--- src/rtl/pipelined_adder.sv ---
// ---------------------------------------------------------------------------
// pipelined_adder
//
// Adds (or subtracts) two WIDTH-bit operands CHUNK bits at a time. Stage k
// adds chunk k using the carry registered by stage k-1, then registers the
// partial sum collected so far, its carry, and the operand chunks that are
// still unprocessed. The last stage register is the output register, so a
// result appears STAGES = WIDTH/CHUNK cycles after its operands are accepted.
// WIDTH must be an integer multiple of CHUNK.
//
// Optional feature: define PIPELINED_ADDER_FLAGS_EN to add the registered
// zf / sf / of flag outputs. Without it those ports and their logic are absent.
//
// Ports
//   clk        rising-edge clock
//   rst        synchronous, active-high reset
//   in_valid   operand set present
//   in_ready   block accepts the operand set this cycle
//   a, b       operands (WIDTH bits)
//   c_in       carry-in, used only when sub = 0
//   sub        1 = a - b, 0 = a + b
//   out_valid  result present
//   out_ready  consumer takes the result this cycle
//   sum        result (WIDTH bits)
//   c_out      carry out of bit WIDTH-1 (for sub = 1, 1 means no borrow)
//   zf, sf, of zero / sign / signed-overflow flags (PIPELINED_ADDER_FLAGS_EN)
//
// Handshake: an operand set transfers on a rising edge where
// in_valid && in_ready; a result transfers where out_valid && out_ready.
// in_valid/out_valid never depend on the matching ready. All stages advance
// together whenever the output register is empty or being drained
// (adv = !out_valid || out_ready), and in_ready is exactly adv (forced low
// during reset). Empty cycles travel down the pipe as stages with v_q = 0.
// ---------------------------------------------------------------------------
module pipelined_adder #(
  parameter int WIDTH = 64,
  parameter int CHUNK = 16
) (
  input  logic             clk,
  input  logic             rst,
  input  logic             in_valid,
  output logic             in_ready,
  input  logic [WIDTH-1:0] a,
  input  logic [WIDTH-1:0] b,
  input  logic             c_in,
  input  logic             sub,
  output logic             out_valid,
  input  logic             out_ready,
  output logic [WIDTH-1:0] sum,
  output logic             c_out
`ifdef PIPELINED_ADDER_FLAGS_EN
  ,
  output logic             zf,
  output logic             sf,
  output logic             of
`endif
);

  localparam int STAGES = WIDTH / CHUNK;

  logic             adv;
  logic [WIDTH-1:0] bx_in;   // B' : b or ~b
  logic             cin_in;  // cin' : c_in, or 1 for subtraction

  always_comb begin
    adv      = !out_valid || out_ready;
    in_ready = adv && !rst;
    bx_in    = sub ? ~b : b;
    cin_in   = sub ? 1'b1 : c_in;
  end

  for (genvar k = 0; k < STAGES; k++) begin : g_stage
    localparam int DONE = (k + 1) * CHUNK;  // sum bits known after this stage
    localparam int REM  = WIDTH - DONE;     // operand bits still to be added

    logic [CHUNK-1:0] a_chunk;
    logic [CHUNK-1:0] b_chunk;
    logic             cy_src;
    logic             v_src;
    logic [CHUNK:0]   chunk_sum;
    logic [DONE-1:0]  s_d;
    logic [DONE-1:0]  s_q;
    logic             cy_d;
    logic             cy_q;
    logic             v_d;
    logic             v_q;

    if (k == 0) begin : g_src
      always_comb begin
        a_chunk = a[CHUNK-1:0];
        b_chunk = bx_in[CHUNK-1:0];
        cy_src  = cin_in;
        v_src   = in_valid && in_ready;
        s_d     = chunk_sum[CHUNK-1:0];
      end
    end else begin : g_src
      always_comb begin
        a_chunk = g_stage[k-1].g_rem.ra_q[CHUNK-1:0];
        b_chunk = g_stage[k-1].g_rem.rb_q[CHUNK-1:0];
        cy_src  = g_stage[k-1].cy_q;
        v_src   = g_stage[k-1].v_q;
        s_d     = {chunk_sum[CHUNK-1:0], g_stage[k-1].s_q};
      end
    end

    always_comb begin
      chunk_sum = {1'b0, a_chunk} + {1'b0, b_chunk} + {{CHUNK{1'b0}}, cy_src};
      cy_d      = chunk_sum[CHUNK];
      v_d       = v_src;
    end

    // Data is loaded even for bubbles; only v_q says whether it means anything.
    always_ff @(posedge clk) begin
      if (rst) begin
        s_q  <= '0;
        cy_q <= 1'b0;
        v_q  <= 1'b0;
      end else if (adv) begin
        s_q  <= s_d;
        cy_q <= cy_d;
        v_q  <= v_d;
      end
    end

    // Unprocessed upper operand chunks; the last stage has none left.
    if (REM > 0) begin : g_rem
      logic [REM-1:0] ra_d;
      logic [REM-1:0] ra_q;
      logic [REM-1:0] rb_d;
      logic [REM-1:0] rb_q;

      if (k == 0) begin : g_rsrc
        always_comb begin
          ra_d = a[WIDTH-1:DONE];
          rb_d = bx_in[WIDTH-1:DONE];
        end
      end else begin : g_rsrc
        always_comb begin
          ra_d = g_stage[k-1].g_rem.ra_q[REM+CHUNK-1:CHUNK];
          rb_d = g_stage[k-1].g_rem.rb_q[REM+CHUNK-1:CHUNK];
        end
      end

      always_ff @(posedge clk) begin
        if (rst) begin
          ra_q <= '0;
          rb_q <= '0;
        end else if (adv) begin
          ra_q <= ra_d;
          rb_q <= rb_d;
        end
      end
    end
  end

  always_comb begin
    sum       = g_stage[STAGES-1].s_q;
    c_out     = g_stage[STAGES-1].cy_q;
    out_valid = g_stage[STAGES-1].v_q;
  end

`ifdef PIPELINED_ADDER_FLAGS_EN
  // The last stage adds the top chunk, so its chunk MSBs are A[WIDTH-1] and
  // B'[WIDTH-1]; flags are computed from the final sum before it is
  // registered, keeping them aligned with sum.
  logic zf_d, zf_q;
  logic sf_d, sf_q;
  logic of_d, of_q;

  always_comb begin
    zf_d = (g_stage[STAGES-1].s_d == '0);
    sf_d = g_stage[STAGES-1].s_d[WIDTH-1];
    of_d = (g_stage[STAGES-1].a_chunk[CHUNK-1] == g_stage[STAGES-1].b_chunk[CHUNK-1])
        && (g_stage[STAGES-1].s_d[WIDTH-1] != g_stage[STAGES-1].a_chunk[CHUNK-1]);
  end

  always_ff @(posedge clk) begin
    if (rst) begin
      zf_q <= 1'b0;
      sf_q <= 1'b0;
      of_q <= 1'b0;
    end else if (adv) begin
      zf_q <= zf_d;
      sf_q <= sf_d;
      of_q <= of_d;
    end
  end

  always_comb begin
    zf = zf_q;
    sf = sf_q;
    of = of_q;
  end
`endif

endmodule

--- config.mk ---
export PLATFORM = sky130hd
export DESIGN_NAME = pipelined_adder
export DESIGN_NICKNAME = d
export VERILOG_FILES = /design/src/rtl/pipelined_adder.sv
export SDC_FILE = /design/constraint.sdc
export NUM_CORES = 1
export LEC_CHECK = 0
export ABC_AREA = 1
export CORE_ASPECT_RATIO = 1.25
export CORE_MARGIN = 1
export CORE_UTILIZATION = 25
export CTS_CLUSTER_SIZE = 28
export DETAILED_ROUTE_END_ITERATION = 10
export GPL_ROUTABILITY_DRIVEN = 1
export SETUP_SLACK_MARGIN = 0.02
export SLEW_MARGIN = 10
export SYNTH_ARGS = -nofsm -noshare
export SYNTH_HDL_FRONTEND = slang
export SYNTH_SLANG_ARGS = --single-unit
--- constraint.sdc ---
create_clock -name clk -period 2.2 [get_ports clk]
set_input_delay 0.33 -clock clk [delete_from_list [all_inputs] [get_ports clk]]
set_output_delay 0.33 -clock clk [all_outputs]
set_load 0.03 [all_outputs]
==> impl_summary.md, run 1 <==
Routing
Detailed routing inserted a total of between 10000 and 15000 vias. The routed length per instance is approximately 13 um. The count of routing violations after the opening detailed-route iteration is between 600 and 700. The number of detailed-routing iterations run before antenna repair is 5. The routed wire length is 44.08 mm. The post-route antenna net violation count is 0.

In the routed design, unresolved DRC markers number 0. The per-cell via count in the routed design is between 4 and 5.

GRT
The pin count of the biggest net entering global routing is 86. The global-route wire length before repair is around 70 mm. The number of antenna violations at the first check in global routing came to 3. The overflow left after global routing is 0. For this run, the total global-route usage over all layers was measured as 0.1301.

The via count of the first global-routing pass was 13910.

Floorplan
For this configuration, the core starts out at a cell density of 0.2532. The floorplan step defined a die boundary enclosing about 68000 um^2. The standard cell core area is between 60000 and 70000 um^2. The die is about 230 um wide. The chip height is around 290 um. Pin placement for this block handled around 200 I/O pins.

The cell row count is 105.

Timing
The final period utilization is 0.9389. Counting I/O delays and the setup requirement, the final critical path takes about 2.1 ns. For the final database, setup skew stands at approximately 0.012 ns. The slew at the pin closest to its max-slew limit is 0.6789 ns. Setup repair after global routing left no endpoint under its margin. For this run, the top clock speed supported by timing is 484.1 MHz. The count of pins over their slew limit is 0. The number of setup violations in the final report is 0. Hold timing on the final database bottoms out at a slack of between 0.3 and 0.4 ns. Headroom to the max-slew limit came out at 0.5442.

The hold violation count in the final report is 0.

Min path
The worst hold path belongs to the class input pin to flop. The start point of the worst min-delay path is sub.

Clocking
The root buffer cell is clkbuf_16. Counting the buffers created by CTS gives 41. Counting every sink on the clock net gives 360. The CTS tree is done. The number of levels in the clock H-tree is 2. The largest buffer count on any clock path is 3. The clock transition at the registers of the reported paths is about 0.06 ns. The clock network latency to the later pin of the worst-skew pair is approximately 0.56 ns.

Worst setup path
Counting cells, the worst reg-to-reg path comes to 12. The largest single stage delay on the critical path is approximately 0.85 ns. The slowest cell on the critical path is clkdlybuf4s50_1. The number of buffers and inverters on the critical path is 1. Along the worst path, the maximum fanout reaches 2. The endpoint type of the worst setup path is an output port. Data on the critical path arrives at its endpoint at about 1.7 ns.

The signal on the critical path passes through clkdlybuf4s50_1. The most critical setup path has its startpoint at sum[26]$_SDFFE_PP0N_. The critical path required time is between 1.5 and 2 ns. The endpoint identified for the worst register-to-register timing path is g_stage[1].s_q[26]$_SDFFE_PP0N_.

The critical path ends at sum[26]. The worst register-to-register path begins at g_stage[0].cy_q$_SDFFE_PP0N_. The internal reg-to-reg setup slack is ~0.21 ns. The kind of cell adding the most delay to the critical path is buffers and inverters. The nature of the critical path startpoint is a flop. In this run the number of cells on the critical path is 1. The category of the critical setup timing path is flop to output port.

Yosys
The commonest cells after synthesis are 582 x nor2_1, 360 x dfxtp_1, 336 x o21ai_0, 332 x nand2_1, 213 x inv_1. The fraction of the yosys area taken by sequential cells is 0.4334. Yosys instantiated no cell more often than nor2_1. The mapped netlist covers around 17000 um^2.

The number of enable flip-flop cells after synthesis is 0. In the post-synthesis netlist, the biggest area contributors are dfxtp_1 43%, nor2_1 13%, o21ai_0 10%. A synthesized cell averages 7.082 um^2. The synthesized netlist net count is between 2000 and 3000. The most area-hungry cell type in the Yosys netlist is dfxtp_1. The count of synthesis-stage warnings from yosys is 0. Of the post-synthesis cell area, the dominant cell type holds 0.4334. The number of flip-flops and latches in the synthesized netlist is 360. The netlist uses 31 different library cells. The most frequently used flop master after synthesis is dfxtp_1.

For this run, asynchronously set or reset flops after synthesis account for 0. The number of standard cells after synthesis is 2348.

Pwr
Summed over all cells, the static leakage comes to just over 10 nW. The post-layout total power is roughly 17 mW. The highest ir drop seen on vdd is between 0.0004 and 0.0005 V.

Dividing total power by cell area gives a power density of between 700 and 800 nW/um^2.

Placement
The count of buffers added on input and output ports is 200. The final weighted congestion of routability-driven global placement is 0.8425. The sum of net half-perimeters after detailed placement is between 30 and 40 mm.

Cells and area
The filler cell count is about 7000. The final net count is around 2700. The area of the multi-input gates is just over 8000 um^2. The area of all sequential standard cells is 7207 um^2. The number of diodes is 0.

The final cell utilization of the core is 0.3248. The area growth from synthesis to layout is 28.30%. The fraction of final layout cells with drive strength greater than 1 is 0.06011.

Flow run
The number of maximum-capacitance constraint violations is 0.

Run status
The flow ran to the end, and the final reports show no timing, DRC or antenna violations.
-- cells by family after synthesis --
logic type / synth area share
AND/OR/NAND/NOR: 0.2389
AO/OA/AOI/OAI: 0.1469
flip-flops: 0.4334
buffers and inverters: 0.08389
XOR/XNOR: 0.04213
adder cells (fa/ha/maj): 0.05477
-- what timing repair did --
action,in CTS,in global routing
buffers inserted,0,0
hold buffers,0,0
endpoints found under the setup margin,0,10
resized for setup,0,6
-- through the flow --
stage	instance area, um^2	worst slack, ns	TNS (ns)	instances
floorplan	16670	0.02909	0	2348
global placement	19920	-0.2334	-1.204	3343
detailed placement	19920	-0.2327	-1.348	3343
CTS	21320	0.03764	0	3418
global route	21340	0.04294	0	3418
finish	21340	0.1345	0	3418
-- how the worst min path moves through the flow --
stage | slack (ns) | endpoint | cells after the start
2_1_floorplan | 0.43 | g_stage[2].v_q$_SDFFE_PP0N_ | 2
3_3_place_gp | 0.44 | g_stage[2].s_q[31]$_SDFFE_PP0N_ | 2
3_5_place_dp | 0.44 | g_stage[2].v_q$_SDFFE_PP0N_ | 2
4_1_cts | 0.32 | g_stage[0].g_rem.ra_q[25]$_SDFFE_PP0N_ | 3
5_1_grt | 0.36 | g_stage[0].g_rem.rb_q[2]$_SDFFE_PP0N_ | 4
6_report | 0.36 | g_stage[0].g_rem.rb_q[2]$_SDFFE_PP0N_ | 4
-- worst register-to-register path, stage by stage (launching register included) --
cell and delay, ns:
dfxtp_1 0.34, fa_2 0.42, fa_2 0.38, nand2_1 0.12
nand3_1 0.08, nand3_1 0.11, nand2_1 0.11, nand2_1 0.09
nand2_1 0.05, nand2_1 0.05, nand3_1 0.06, nand2_1 0.06
inv_1 0.03
-- cell type report --
type / count / area share
Timing Repair Buffer: 265 / 0.1297
Clock inverter: 16 / 0.008445
Sequential cell: 360 / 0.3378
Clock buffer: 59 / 0.05700
Tap cell: 856 / 0.05020
Multi-Input combinational cell: 1647 / 0.3783
Inverter: 215 / 0.03853
-- report_power, final --
group	internal [mW]	switching [mW]
sequential	7.05	0.272
clock	4.21	2.83
combinational	1.07	1.37
-- metal layers --
layer	track usage	share of wire	up-vias	wire length (um)
met4	0.03698	0.021	2	927
met1	0.1644	0.46	6530	20300
met3	0.02953	0.047	52	2072
met2	0.2189	0.47	185	20760
li1	-	-	7835	-
met5	0	0.00043	-	19
-- sequential cells by signal, indices dropped and copies added (netlist names) --
signal	count
c_out	1
g_stage.cy_q	3
g_stage.g_rem.ra_q	96
g_stage.g_rem.rb_q	96
g_stage.s_q	96
g_stage.v_q	3
out_valid	1
sum	64
-- cells in the final DEF, fill, tap and decap left out, types with 3 or more instances in the layout --
cell type	netlist	layout
clkbuf_16	0	43
nand4_1	5	5
inv_1	213	212
o21bai_1	4	4
ha_1	60	60
nand3_1	80	78
dfxtp_1	360	360
nand2_1	332	332
bufinv_16	0	3
a21oi_1	126	125
xor2_1	27	26
buf_4	8	44
fa_2	0	8
o211ai_1	3	3
o21ai_0	336	335
o21ai_1	3	4
buf_12	0	23
xnor2_1	53	53
nor3_1	12	12
a31oi_1	6	6
nor2_1	582	582
clkdlybuf4s50_1	0	197
clkinv_2	0	5
clkbuf_8	0	8
clkbuf_1	59	8
clkinvlp_4	0	4
(Power assumes the default switching activity.)
==> run 2: changes to the inputs <==
--- a/config.mk
+++ b/config.mk
@@ -7,11 +7,11 @@
 export LEC_CHECK = 0
 export ABC_AREA = 1
 export CORE_ASPECT_RATIO = 1.25
-export CORE_MARGIN = 1
-export CORE_UTILIZATION = 25
+export CORE_UTILIZATION = 45
 export CTS_CLUSTER_SIZE = 28
 export DETAILED_ROUTE_END_ITERATION = 10
 export GPL_ROUTABILITY_DRIVEN = 1
+export PLACE_DENSITY = 0.69
 export SETUP_SLACK_MARGIN = 0.02
 export SLEW_MARGIN = 10
 export SYNTH_ARGS = -nofsm -noshare
==> run 2 against run 1 <==
Against the previous run: wire length down 14%; clock power down 4.8%; clock-buffer cell count down 1; fmax up 1.8%; critical path depth up 11; register-to-register slack worse by 0.04 ns; total power down 2.6%; clock skew up 0.0094 ns; non-clock buffer count down 18; sequential cell count unchanged; worst setup slack better by 0.037 ns; critical path type is now flop to flop.
==> impl_summary.md, run 2 (same netlist as run 1, synthesis figures left out) <==
Placement
The final weighted congestion of routability-driven global placement came to 0.8746 (was 0.8425). The area of placed instances is 19210 um^2 (was 19920 um^2). The sum of net half-perimeters after detailed placement is 26.92 mm (was 32.19 mm).

The number of placed instances with taps included is 2945 (was 3343). The worst slack at placement is -0.2408 ns (was -0.2327 ns). The number of input and output port buffers inserted came to 200 (unchanged).

Worst setup path
The endpoint type of the worst setup path was a flop (was output port). The kind of cell adding the most delay to the critical path is adder cells (was buffers and inverters). The largest stage delay on the critical path is 0.48 ns (was 0.85 ns). The internal reg-to-reg setup slack was 0.17 ns (was 0.21 ns). The category of the critical setup timing path is flop to flop (was flop to output port). The reg-to-reg endpoint is g_stage[2].s_q[42]$_SDFFE_PP0N_ (was g_stage[1].s_q[26]$_SDFFE_PP0N_). The peak fanout along the critical path is 3 (was 2). The origin of the critical flop-to-flop path is g_stage[1].cy_q$_SDFFE_PP0N_ (was g_stage[0].cy_q$_SDFFE_PP0N_). Among the stages of the critical path, the cell type that occurs most often is nand2_1. The last element of the critical path is g_stage[2].s_q[42]$_SDFFE_PP0N_ (was sum[26]). The worst reg2reg path depth was 12 (unchanged). The buffers plus inverters on the worst setup path is 1 (unchanged).

The critical path required time was 2.62 ns (was 1.87 ns). The nature of the critical path startpoint is a flop (unchanged). Cells along the critical path: fa_1 -> fa_2 -> nand2_1 -> nand2_1 -> nand3b_1 -> nand2_1 -> nand2_1 -> nand2_1 -> nand2_1 -> nand3_1 -> nand2_1 -> inv_1 (was clkdlybuf4s50_1). The arrival time of the worst setup path came to 2.45 ns (was 1.74 ns). The number of logic stages on the critical path including buffering is 12 (was 1). The launching element of the worst setup path is g_stage[1].cy_q$_SDFFE_PP0N_ (was sum[26]$_SDFFE_PP0N_). The slowest cell on the critical path is fa_1 (was clkdlybuf4s50_1).

Cells and area
The most common cell after layout, fill and taps aside was nor2_1 (unchanged). The final standard cell count with taps included and fillers excluded is 3014 (was 3418). Highest-count cells in the layout ignoring fill and taps: 582 x nor2_1, 360 x dfxtp_1, 335 x o21ai_0 (unchanged).

The filler cell count is 3460 (was 7132). The area overhead of the layout relative to synthesis is 23.87% (was 28.30%). The number of diodes is 0 (unchanged).

The cell area after layout is 20600 um^2 (was 21340 um^2). The fraction of final layout cells with drive strength greater than 1 was 0.05130 (was 0.06011). Top Registers: g_stage.g_rem.ra_q (96), g_stage.g_rem.rb_q (96), g_stage.s_q (96) (unchanged). The final cell utilization of the core is 0.5674 (was 0.3248). The final net count is 2710 (was 2732).

Timing
The number of setup violations in the final report is 0 (unchanged). The final worst clock skew is 0.02171 ns (was 0.01231 ns). The highest attainable clock frequency is 492.9 MHz (was 484.1 MHz).

The hold violation count in the final report was 0 (unchanged). The worst relative slew slack is 0.6722 (was 0.5442). The final-layout worst hold slack is 0.3384 ns (was 0.3603 ns). Setup repair after global routing missed its margin: no (unchanged). The slew at the pin closest to its max-slew limit is 0.4918 ns (was 0.6789 ns). The count of pins over their slew limit is 0 (unchanged). The final period utilization is 0.9221 (was 0.9389).

The final critical delay including setup and external delays came to 2.029 ns (was 2.066 ns). The worst setup margin is 0.1713 ns (was 0.1345 ns). The total negative slack for setup checks is 0 ns (unchanged).

Routing
The number of vias after detailed routing is 14670 (was 14600). The number of detailed-routing iterations run before antenna repair is 5 (unchanged). The routed length per instance came to 12.59 um (was 12.90 um). The routed wire length was 37.95 mm (was 44.08 mm). The post-route antenna net violation count came to 0 (unchanged). The count of routing violations after the opening detailed-route iteration is 726 (was 615). The per-cell via count in the routed design is 4.869 (was 4.273).

The DRC violation count after routing is 0 (unchanged).

GRT
The number of antenna violations at the first check in global routing is 1 (was 3). The pin count of the biggest net entering global routing is 91 (was 86). The via count of the first global-routing pass came to 13850 (was 13910). The overflow left after global routing is 0 (unchanged).

The global-route wire length before repair is 64.45 mm (was 71.35 mm). The overall track demand over capacity in global routing was 0.2026 (was 0.1301).

Clocking
The TritonCTS sink count was 360 (unchanged). The clock transition at the registers of the reported paths is 0.06 ns (about the same). The CTS tree was done (unchanged). The number of levels in the clock H-tree was 2 (unchanged). The post-cts hold buffer count is 0 (unchanged). The total clock buffers created by CTS is 37 (was 41). The clock network latency to the later pin of the worst-skew pair is 0.53 ns (was 0.56 ns). The largest buffer count on any clock path is 3 (unchanged).

The root buffer cell is clkbuf_16 (unchanged).

Floorplan
The initial cell density of the core came to 0.4581 (was 0.2532). The width of the die is 173.9 um (was 232.7 um). The total I/O pin count is 201 (unchanged). The standard cell core area was 36300 um^2 (was 65690 um^2). The chip height is 216.9 um (was 290.4 um). The die outline area was 37730 um^2 (was 67560 um^2). The cell row count is 78 (was 105).

Run status
Outcome: finished, final reports clean (unchanged).

Pwr
The post-layout total power came to 16.38 mW (was 16.81 mW). The highest ir drop seen on vdd is 0.0004875 V (was 0.0004581 V). The power per cell area is 795.0 nW/um^2 (was 787.7 nW/um^2). The leakage power of the design was 10.25 nW (was 10.38 nW).

Min path
The worst min-delay path class is input pin to flop (unchanged). The start point of the worst min-delay path is rst (was sub).

Flow run
The number of maximum-capacitance constraint violations is 0 (unchanged).
## run 2: changes by cell type in the layout (fill, tap and decap cells not counted), moves of 2 or more
cell,previous run,this run
clkinv_2,5,1
clkbuf_16,43,39
clkinvlp_4,4,1
buf_4,44,32
clkbuf_1,8,4
clkinv_4,2,0
clkbuf_8,8,15
buf_12,23,17
## run 2: routing by layer
layer,track usage,routed length (um),vias to the layer above
li1,-,-,7769
met1,0.2470,16840,6597
met2,0.3635,18720,242
met3,0.03040,1428,64
met4,0.06550,952,2
met5,0,9,-
## run 2: report_power, final
part	leakage [nW]	internal [mW]	total, mW	switching (mW)
sequential	2.96	7.05	7.32	0.270
clock	0.658	4.20	6.70	2.50
combinational	6.63	1.04	2.36	1.32
total	10.2	12.3	16.4	4.09
## run 2: worst register-to-register path, stage by stage (launching register included)
cell and delay [ns]:
dfxtp_1 0.33, fa_1 0.48, fa_2 0.38, nand2_1 0.09, nand2_1 0.06, nand3b_1 0.11, nand2_1 0.11, nand2_1 0.10
nand2_1 0.05, nand2_1 0.05, nand3_1 0.06, nand2_1 0.07, inv_1 0.03
## run 2: final cells by class
type / count / area [um^2] / area share
Multi-Input combinational cell: 1647 / 8073 / 0.3919
Inverter: 215 / 822.0 / 0.03991
Clock inverter: 7 / 141.4 / 0.006864
Timing Repair Buffer: 247 / 2557 / 0.1242
Sequential cell: 360 / 7207 / 0.3499
Clock buffer: 58 / 1197 / 0.05813
Tap cell: 480 / 600.6 / 0.02916
## run 2: worst min-delay path by stage
stage	endpoint	slack, ns	cells after the start
after floorplan	g_stage[2].v_q$_SDFFE_PP0N_	0.43	2
after global placement	g_stage[2].s_q[31]$_SDFFE_PP0N_	0.44	2
after detailed placement	g_stage[1].s_q[3]$_SDFFE_PP0N_	0.44	2
after CTS	g_stage[1].g_rem.rb_q[9]$_SDFFE_PP0N_	0.32	4
after global routing	g_stage[2].s_q[37]$_SDFFE_PP0N_	0.37	4
final	g_stage[2].s_q[37]$_SDFFE_PP0N_	0.34	4
## run 2: what timing repair did
action,in CTS,in global routing
endpoints found under the hold margin,0,0
gates resized for setup,0,6
setup buffers,0,4
endpoints found under the setup margin,0,13
==> run 3: changes to the inputs <==
--- a/config.mk
+++ b/config.mk
@@ -7,6 +7,7 @@
 export LEC_CHECK = 0
 export ABC_AREA = 1
 export CORE_ASPECT_RATIO = 1.25
+export CORE_MARGIN = 5
 export CORE_UTILIZATION = 45
 export CTS_CLUSTER_SIZE = 28
 export DETAILED_ROUTE_END_ITERATION = 10
==> run 3 against run 2 <==
Against the previous run: combinational power barely moved; clock skew fell by 0.0033 ns; largest power group unchanged; highest routed layer unchanged; non-clock buffer count fell by 8; final area fell by 1.2%.
==> impl_summary.md, run 3 (same netlist as run 1, synthesis figures left out) <==
Floorplan
The cell row count is 78 (unchanged). The total I/O pin count was 201 (unchanged). The initial cell density of the core is 0.4568 (was 0.4581). The standard cell core area is 36400 um^2 (was 36300 um^2). The width of the die was 181.9 um (was 173.9 um). The chip height is 224.9 um (was 216.9 um). The die outline area is 40920 um^2 (was 37730 um^2).

Worst setup path
The internal reg-to-reg setup slack is 0.16 ns (was 0.17 ns). The endpoint type of the worst setup path is an output port (was flop). The worst reg2reg path depth is 12 (unchanged). The arrival time of the worst setup path is 1.74 ns (was 2.45 ns). The nature of the critical path startpoint is a flop (unchanged). The slowest cell on the critical path is clkdlybuf4s50_1 (was fa_1). The reg-to-reg endpoint is g_stage[1].s_q[26]$_SDFFE_PP0N_ (was g_stage[2].s_q[42]$_SDFFE_PP0N_). The origin of the critical flop-to-flop path is g_stage[0].g_rem.rb_q[0]$_SDFFE_PP0N_ (was g_stage[1].cy_q$_SDFFE_PP0N_).

The last element of the critical path is in_ready (was g_stage[2].s_q[42]$_SDFFE_PP0N_). The largest stage delay on the critical path is 0.69 ns (was 0.48 ns). Cells along the critical path: inv_1 -> nor2_4 -> nor2_1 -> clkdlybuf4s50_1 (was fa_1 -> fa_2 -> nand2_1 -> nand2_1 -> nand3b_1 -> nand2_1 -> nand2_1 -> nand2_1 -> nand2_1 -> nand3_1 -> nand2_1 -> inv_1). The critical path required time was 1.87 ns (was 2.62 ns). The peak fanout along the critical path is 3 (unchanged).

The launching element of the worst setup path is out_valid$_SDFFE_PP0N_ (was g_stage[1].cy_q$_SDFFE_PP0N_). The category of the critical setup timing path is flop to output port (was flop to flop).

Timing
The final worst clock skew is 0.01840 ns (was 0.02171 ns). The number of setup violations in the final report is 0 (unchanged). The count of pins over their slew limit is 0 (unchanged). The slew at the pin closest to its max-slew limit is 0.5351 ns (was 0.4918 ns).

The final critical delay including setup and external delays is 2.074 ns (was 2.029 ns). The hold violation count in the final report was 0 (unchanged). The highest attainable clock frequency was 482.1 MHz (was 492.9 MHz).

The worst relative slew slack came to 0.6433 (was 0.6722). Setup repair after global routing missed its margin: yes (was no). The final period utilization is 0.9429 (was 0.9221).

The total negative slack for setup checks is 0 ns (unchanged).

Clocking
The number of levels in the clock H-tree came to 2 (unchanged). The largest buffer count on any clock path came to 3 (unchanged). The TritonCTS sink count came to 360 (unchanged). The clock network latency to the later pin of the worst-skew pair was 0.53 ns (about the same). The root buffer cell is clkbuf_16 (unchanged). The clock transition at the registers of the reported paths is 0.06 ns (about the same). The CTS tree is done (unchanged).

The post-cts hold buffer count was 0 (unchanged). The total clock buffers created by CTS came to 37 (unchanged).

Cells and area
Highest-count cells in the layout ignoring fill and taps: 582 x nor2_1, 360 x dfxtp_1, 335 x o21ai_0 (unchanged). The fraction of final layout cells with drive strength greater than 1 is 0.04353 (was 0.05130). The area overhead of the layout relative to synthesis is 22.34% (was 23.87%). Top Registers: g_stage.g_rem.ra_q (96), g_stage.g_rem.rb_q (96), g_stage.s_q (96) (unchanged). The most common cell after layout, fill and taps aside is nor2_1 (unchanged). The filler cell count is 3480 (was 3460).

The final net count is 2702 (was 2710). The area of the multi-input gates is 8071 um^2 (was 8073 um^2). The area of all sequential standard cells came to 7207 um^2 (unchanged). The number of diodes came to 0 (unchanged).

Routing
The DRC violation count after routing is 0 (unchanged). The routed wire length is 38.79 mm (was 37.95 mm). The number of detailed-routing iterations run before antenna repair is 5 (unchanged). The post-route antenna net violation count came to 0 (unchanged).

The per-cell via count in the routed design is 4.851 (was 4.869). The routed length per instance is 12.90 um (was 12.59 um). The count of routing violations after the opening detailed-route iteration is 628 (was 726). The number of vias after detailed routing is 14590 (was 14670).

Placement
The final weighted congestion of routability-driven global placement was 0.8879 (was 0.8746). The number of input and output port buffers inserted is 200 (unchanged). The sum of net half-perimeters after detailed placement is 27.82 mm (was 26.92 mm).

GRT
The pin count of the biggest net entering global routing is 91 (unchanged). The overall track demand over capacity in global routing is 0.1858 (was 0.2026). The global-route wire length before repair is 65.43 mm (was 64.45 mm).

The overflow left after global routing came to 0 (unchanged). The via count of the first global-routing pass came to 13940 (was 13850). The number of antenna violations at the first check in global routing is 2 (was 1).

Run status
Outcome: finished, final reports clean (unchanged).

Pwr
The power per cell area is 769.8 nW/um^2 (was 795.0 nW/um^2). The highest ir drop seen on vdd is 0.0005081 V (was 0.0004875 V). The leakage power of the design is 10.11 nW (was 10.25 nW). The post-layout total power is 15.66 mW (was 16.38 mW).

Min path
The worst min-delay path class was input pin to flop (unchanged).

Flow run
The number of maximum-capacitance constraint violations is 0 (unchanged).
-- run 3: cell count changes in the layout (fill, tap and decap cells not counted), sizes merged --
cell           previous run  this run
clkinvlp                  1         0
clkbuf                   58        63
bufinv                    4         0
buf                      50        41
clkinv                    1         2
clkdlybuf4s50           197       198
-- run 3: worst min-delay path by stage --
stage                                         start                                      to  slack, ns  cells past startpoint
floorplan               g_stage[2].v_q$_SDFFE_PP0N_             g_stage[2].v_q$_SDFFE_PP0N_       0.43                      2
global placement    g_stage[1].s_q[31]$_SDFFE_PP0N_         g_stage[2].s_q[31]$_SDFFE_PP0N_       0.44                      2
detailed placement  g_stage[2].s_q[47]$_SDFFE_PP0N_                    sum[47]$_SDFFE_PP0N_       0.44                      2
CTS                                             rst         g_stage[2].s_q[30]$_SDFFE_PP0N_       0.34                      4
global route                                  a[41]  g_stage[0].g_rem.ra_q[25]$_SDFFE_PP0N_       0.40                      3
finish                                          rst                     sum[2]$_SDFFE_PP0N_       0.35                      4
-- run 3: through the flow --
| stage | setup slack (ns) | hold slack, ns | util | cell area (um^2) | cells |
|---|---|---|---|---|---|
| after floorplan | 0.02909 | 0.4291 | - | 16670 | 2348 |
| after detailed placement | -0.2711 | 0.4434 | 0.5262 | 19150 | 2940 |
| after global placement | -0.1992 | 0.4404 | 0.5262 | 19150 | 2940 |
| final | 0.1256 | 0.3475 | 0.5589 | 20340 | 3007 |
| after CTS | 0.03498 | 0.3448 | 0.5583 | 20320 | 3006 |
| after global routing | -0.003337 | 0.3987 | 0.5589 | 20340 | 3007 |
-- run 3: metal layers --
metal / vias up / track usage / routed length (um)
met5: - / 0 / 21
met4: 4 / 0.06563 / 1268
met3: 74 / 0.03148 / 1582
met2: 257 / 0.3308 / 18870
met1: 6500 / 0.2265 / 17050
li1: 7752 / - / -
-- run 3: what timing repair did --
action,CTS,global route
endpoints found under the hold margin,0,0
endpoints found under the setup margin,0,9
gates resized for setup,0,6
setup buffers,0,1
-- run 3: power by group --
group	leakage, nW	internal (mW)	switching, mW
Combinational	6.58	1.02	1.32
Clock	0.570	3.54	2.46
Sequential	2.96	7.05	0.262
Total	10.1	11.6	4.05
-- run 3: area by class of cell --
class / instances / area share
multi-input cells: 1647 / 0.3967
well taps: 480 / 0.02952
clock buffers: 63 / 0.05633
repair buffers: 239 / 0.1216
flip-flops and latches: 360 / 0.3542
clock inverters: 3 / 0.001107
inverters: 215 / 0.04041
-- run 3: worst max-delay path, delay by kind of cell (launching register included) --
kind	cells	cell delay, ns
buf+inv	2	0.78
flops	1	0.31
simple gates	2	0.14
